**config.mk**
```make
export PLATFORM = sky130hd
export DESIGN_NAME = pipe_stage_chain_flat
export DESIGN_NICKNAME = d
export VERILOG_FILES = /design/src/rtl/pipe_stage_chain_if.sv /design/src/rtl/pipe_stage_chain.sv /design/src/flat_wrapper.sv
export SDC_FILE = /design/constraint.sdc
export NUM_CORES = 1
export LEC_CHECK = 0
export BUFFER_PORTS_ARGS = -buffer_cell sky130_fd_sc_hd__buf_4
export CAP_MARGIN = 20
export CORE_MARGIN = 4
export CORE_UTILIZATION = 51
export CTS_CLUSTER_DIAMETER = 40
export CTS_CLUSTER_SIZE = 10
export DETAILED_ROUTE_END_ITERATION = 12
export PLACE_DENSITY = 0.76
export RECOVER_POWER = 100
export SLEW_MARGIN = 20
export SYNTH_ARGS = -nofsm -noshare
export SYNTH_HDL_FRONTEND = slang
export SYNTH_SLANG_ARGS = --single-unit
```
**constraint.sdc**
```tcl
create_clock -name clk -period 2.65 [get_ports clk]
set_clock_uncertainty 0.2 [all_clocks]
set_input_delay 0.795 -clock clk [delete_from_list [all_inputs] [get_ports clk]]
set_output_delay 0.795 -clock clk [all_outputs]
set_load 0.005 [all_outputs]
```
**src/rtl/pipe_stage_chain_if.sv**
```systemverilog
// Handshake and control bundle for pipe_stage_chain.
// The producer/hazard side uses the master modport; the pipeline uses the slave modport.
interface pipe_stage_chain_if #(
  parameter int WIDTH = 32,
  parameter int DEPTH = 3,
  parameter int CNT_W = 16
);
  logic                 in_valid;
  logic [WIDTH-1:0]     in_data;
  logic                 in_ready;
  logic [DEPTH-1:0]     stall;
  logic [DEPTH-1:0]     flush;
  logic [DEPTH-1:0]     stage_valid;
  logic                 out_valid;
  logic [WIDTH-1:0]     out_data;
  logic [CNT_W-1:0]     stall_cnt;
  logic [CNT_W-1:0]     kill_cnt;

  modport master (
    output in_valid, in_data, stall, flush,
    input  in_ready, stage_valid, out_valid, out_data, stall_cnt, kill_cnt
  );

  modport slave (
    input  in_valid, in_data, stall, flush,
    output in_ready, stage_valid, out_valid, out_data, stall_cnt, kill_cnt
  );
endinterface

```
**src/rtl/pipe_stage_chain.sv**
```systemverilog
// pipe_stage_chain: DEPTH-stage pipeline register chain with per-stage valid,
// stall and flush. Stage 0 is the input side, stage DEPTH-1 drives out_*.
// A stall freezes its stage and every stage upstream of it; the first stage
// below a frozen region receives a bubble (valid=0, data=0) so downstream
// decode sees a NOP. Flush clears a stage and wins over stall.
// Optional feature macro: PIPE_PERF_CNT_EN builds saturating stall/kill
// performance counters; without it stall_cnt/kill_cnt are tied to zero.
module pipe_stage_chain #(
  parameter int WIDTH = 32,
  parameter int DEPTH = 3,
  parameter int CNT_W = 16
) (
  input  logic                clk,
  input  logic                reset,
  pipe_stage_chain_if.slave   bus
);

  logic [DEPTH-1:0]            w_hold;
  logic [DEPTH-1:0]            r_valid;
  logic [DEPTH-1:0][WIDTH-1:0] r_data;

  // Hold for stage i is any stall at stage i or further downstream.
  always_comb begin
    w_hold = '0;
    for (int i = 0; i < DEPTH; i++) begin
      w_hold[i] = |(bus.stall >> i);
    end
  end

  // Stage registers: reset, flush, hold, bubble, then load, in that priority.
  always_ff @(posedge clk) begin
    if (reset) begin
      r_valid <= '0;
      r_data  <= '0;
    end else begin
      if (bus.flush[0]) begin
        r_valid[0] <= 1'b0;
        r_data[0]  <= '0;
      end else if (!w_hold[0]) begin
        // Data is captured even when in_valid=0; it is don't-care then.
        r_valid[0] <= bus.in_valid;
        r_data[0]  <= bus.in_data;
      end
      for (int i = 1; i < DEPTH; i++) begin
        if (bus.flush[i]) begin
          r_valid[i] <= 1'b0;
          r_data[i]  <= '0;
        end else if (!w_hold[i]) begin
          if (w_hold[i-1]) begin
            r_valid[i] <= 1'b0;
            r_data[i]  <= '0;
          end else begin
            r_valid[i] <= r_valid[i-1];
            r_data[i]  <= r_data[i-1];
          end
        end
      end
    end
  end

  assign bus.in_ready    = ~w_hold[0];
  assign bus.stage_valid = r_valid;
  assign bus.out_valid   = r_valid[DEPTH-1];
  assign bus.out_data    = r_data[DEPTH-1];

`ifdef PIPE_PERF_CNT_EN
  localparam logic [CNT_W-1:0] CNT_ONE = CNT_W'(1);

  logic [CNT_W-1:0] r_stall_cnt;
  logic [CNT_W-1:0] r_kill_cnt;

  // Saturating counters: cycles with any stall, cycles where a flush hits a valid stage.
  always_ff @(posedge clk) begin
    if (reset) begin
      r_stall_cnt <= '0;
      r_kill_cnt  <= '0;
    end else begin
      if ((|bus.stall) && (r_stall_cnt != '1)) begin
        r_stall_cnt <= r_stall_cnt + CNT_ONE;
      end
      if ((|(bus.flush & r_valid)) && (r_kill_cnt != '1)) begin
        r_kill_cnt <= r_kill_cnt + CNT_ONE;
      end
    end
  end

  assign bus.stall_cnt = r_stall_cnt;
  assign bus.kill_cnt  = r_kill_cnt;
`else
  assign bus.stall_cnt = '0;
  assign bus.kill_cnt  = '0;
`endif

endmodule
```
**src/flat_wrapper.sv**
```systemverilog
// flat-port wrapper written by rule: the top's interface ports become plain ports
module pipe_stage_chain_flat 
#(
  parameter int WIDTH = 32,
  parameter int DEPTH = 3,
  parameter int CNT_W = 16
)
  (clk, reset, bus_in_valid, bus_in_data, bus_stall, bus_flush, bus_in_ready, bus_stage_valid, bus_out_valid, bus_out_data, bus_stall_cnt, bus_kill_cnt);
  pipe_stage_chain_if #(.WIDTH(WIDTH), .DEPTH(DEPTH), .CNT_W(CNT_W)) bus_i ();
  input  logic clk;
  input  logic reset;
  input wire logic [$bits(bus_i.in_valid)-1:0] bus_in_valid;
  input wire logic [$bits(bus_i.in_data)-1:0] bus_in_data;
  input wire logic [$bits(bus_i.stall)-1:0] bus_stall;
  input wire logic [$bits(bus_i.flush)-1:0] bus_flush;
  output wire logic [$bits(bus_i.in_ready)-1:0] bus_in_ready;
  output wire logic [$bits(bus_i.stage_valid)-1:0] bus_stage_valid;
  output wire logic [$bits(bus_i.out_valid)-1:0] bus_out_valid;
  output wire logic [$bits(bus_i.out_data)-1:0] bus_out_data;
  output wire logic [$bits(bus_i.stall_cnt)-1:0] bus_stall_cnt;
  output wire logic [$bits(bus_i.kill_cnt)-1:0] bus_kill_cnt;
  assign bus_i.in_valid = bus_in_valid;
  assign bus_i.in_data = bus_in_data;
  assign bus_i.stall = bus_stall;
  assign bus_i.flush = bus_flush;
  assign bus_in_ready = bus_i.in_ready;
  assign bus_stage_valid = bus_i.stage_valid;
  assign bus_out_valid = bus_i.out_valid;
  assign bus_out_data = bus_i.out_data;
  assign bus_stall_cnt = bus_i.stall_cnt;
  assign bus_kill_cnt = bus_i.kill_cnt;
  pipe_stage_chain #(.WIDTH(WIDTH), .DEPTH(DEPTH), .CNT_W(CNT_W)) u_core (.clk(clk), .reset(reset), .bus(bus_i));
endmodule
```
==> impl_metrics.py <==
metrics = {
    "global_route": {
        "grt_max_degree": 114,
        "gr-usage-all-layers_pct": 16.2,
        "grt_pass1_vias": 3122,
        "overflow": 0,
        "grt_antenna_before_repair": 0,
        "grt_pass1_wl_um": 15300,
    },
    "drt": {
        "drc_errors": 0,
        "first_pass_iters": 4,
        "drt_wl_total_um": 9200,
        "ant_nets": 0,
        "routedWlPerCell_um": 13.9,
        "drt_iter0_drc": 205,
        "vias": 3513,
        "vias_per_cell": 5.31,
    },
    "pwr": {
        "vdd_drop_max_v": 0.000272,
        "power_density_nw_per_um2": 506,
        "p_leak_uw": 0.00165,
        "p_total_uw": 2620,
    },
    "critical_path": {
        "startpoint_type": "primary input",
        "r2r_cells": 2,
        "worst-path-buf-inv": 2,
        "crit_chain": "clkbuf_1 -> nor3_1 -> buf_4",
        "cp_max_fo": 4,
        "critPathCaptureType": "primary output",
        "path_delay_family": "buffers and inverters",
        "r2r_slack_ps": 1360,
        "crit_slowest_cell": "nor3_1",
        "startpoint": "bus_stall[2]",
        "crit_cells": 3,
        "arrival_ps": 1320,
        "critical_path_class": "primary input to primary output",
        "critPathRequiredTime_ps": 1660,
        "rr_startpoint": "u_core.r_data[27]",
        "rr_endpoint": "u_core.r_data[59]",
        "cpPeakStageDelay_ps": 210,
        "crit_end": "bus_in_ready",
    },
    "clock_network": {
        "htree_levels": 3,
        "post_cts_buffers": 0,
        "clkSlewWorstSetupHoldPaths_ps": 100,
        "cts_sinks": 99,
        "clk_path_buf_depth": 2,
        "cts_hold_buf": 0,
        "clock_latency_ps": 350,
        "cts_resized": 0,
        "cts_tree": "done",
        "cts_buffers": 9,
        "root_buffer": "clkbuf_8",
    },
    "sta": {
        "finalCritPeriodShare_pct": 87.4,
        "hold_violations": 0,
        "slew_headroom_pct": 48.6,
        "finalSetupTns_ps": 0,
        "grt_setup_unrepaired": "false",
        "fmax_ghz": 0.432,
        "hold_ws_ps": 268,
        "tightest_slew_ps": 770,
        "final_max_slew_viol_count": 0,
        "fin_ws_ps": 335,
        "layout_min_cycle_time_ps": 2320,
        "setup_viol_count_final": 0,
    },
    "floorplanning": {
        "die_w_um": 106,
        "num_rows": 35,
        "core_area_um2": 9280,
        "io_pins": 110,
        "die_area_um2": 11200,
        "initial_core_util_pct": 52.7,
        "die_h_um": 106,
    },
    "synthesis": {
        "synth-compound-area-share_pct": 20.3,
        "synth_fa_ha_area_share_pct": 0,
        "ys_types": 17,
        "synthTopCellsByCount": "dfxtp_1, buf_4, a21oi_1, or4b_1, clkbuf_1",
        "yosys.area.top_type": "dfxtp_1",
        "synthXorXnorAreaFrac_pct": 0,
        "async_flop_share_pct": 0,
        "synth_top_area_share_pct": 40.5,
        "synth.area.mux_share_pct": 0,
        "synth_top_family_by_area": "simple AND/OR/NAND/NOR gates",
        "synth-seq-cells": 99,
        "syn_area_um2": 4890,
        "synth_most_common_cell": "dfxtp_1",
        "synth_area_per_cell_um2": 9.19,
        "yosys_warnings": 0,
        "synth_edf_count": 0,
        "yosys.area_share.simple_pct": 22.3,
        "synth_top_cells_by_area": "dfxtp_1, or4b_1, buf_4",
        "syn_inst": 532,
        "synthFlopType": "dfxtp_1",
        "synth_seq_area_share_pct": 40.5,
    },
    "cells_and_area": {
        "fillerInstances": 887,
        "n_antenna_cell": 0,
        "area_growth_pct": 5.76,
        "drive_gt1_share_pct": 17.7,
        "nNetsFinal": 568,
        "finalNonFillerCells": 661,
    },
    "placed_design": {
        "placed_cells": 645,
        "gp_congestion": 0.707,
        "portBuffers": 77,
        "dp_worst_setup_slack_ps": 402,
        "dp_hpwl_um": 6040,
    },
    "status": {
        "status": "complete, no violations",
    },
    "worst_hold_path": {
        "hold_class": "register to register",
    },
    "flow_run": {
        "max_cap_violations": 0,
    },
}
report_power, final:
part	internal (uW)	switching, uW	total [uW]	leakage (uW)
Clock	387	523	910	0.0000969
Sequential	1490	3.72	1500	0.000798
Combinational	70.3	140	211	0.000752
cells in the final DEF (no fill, tap or decap), drive strengths merged:
master,netlist,layout
nand2,33,33
clkinv,0,2
or3b,33,33
o21ai,33,33
clkinvlp,0,1
a211oi,33,33
clkbuf,42,51
buf,90,44
or2,2,2
inv,0,3
conb,1,32
or4b,66,66
a21oi,66,66
dfxtp,99,99
nor3,1,1
o31ai,33,33
tightest hold or removal path: stages (launching register included):
cell and delay [ps]:
dfxtp_1 320, nand2_1 60, a21oi_1 50
area by class of cell:
| class | instances | area, um2 | share of cell area (%) |
|---|---|---|---|
| Tap cell | 129 | 161 | 3.12 |
| Sequential cell | 99 | 1980 | 38.3 |
| Timing Repair Buffer | 85 | 632 | 12.2 |
| Multi-Input combinational cell | 332 | 2200 | 42.6 |
| Clock buffer | 10 | 138 | 2.66 |
| Clock inverter | 6 | 56.3 | 1.09 |
worst min path at each step:
stage	start	endpoint	slack, ps	depth (start not counted)
after floorplan	u_core.bus.out_data[21]	u_core.bus.out_data[21]	240	2
after global placement	u_core.r_data[49]	u_core.r_data[49]	260	2
after detailed placement	u_core.bus.out_data[25]	u_core.bus.out_data[25]	260	2
after CTS	u_core.bus.out_data[29]	u_core.bus.out_data[29]	270	2
after global routing	u_core.r_data[32]	u_core.r_data[32]	290	2
final	u_core.bus.out_data[26]	u_core.bus.out_data[26]	270	2
registers in the layout, summed over array words and instances (netlist names):
| signal | count |
|---|---|
| u_core.bus.out_data | 32 |
| u_core.bus.stage_valid | 3 |
| u_core.r_data | 64 |
cell families after synthesis:
group | count (synthesis)
compound gates | 165
simple gates | 135
buf+inv | 132
flops | 99
other cells | 1
per-layer routing:
| metal | track usage (%) | part of all wire [%] |
|---|---|---|
| met1 | 26.1 | 54 |
| met2 | 21.3 | 39 |
| met3 | 2.55 | 5.8 |
| met4 | 5.55 | 1.1 |
| met5 | 0 | 0 |
stage by stage:
stage               area, um2  utilization (%)
global route             5170             55.7
finish                   5170             55.7
detailed placement       5030             54.1
global placement         5030             54.1
CTS                      5220             56.2
floorplan                5010                -
No activity file was read; power rests on OpenSTA's default activity.
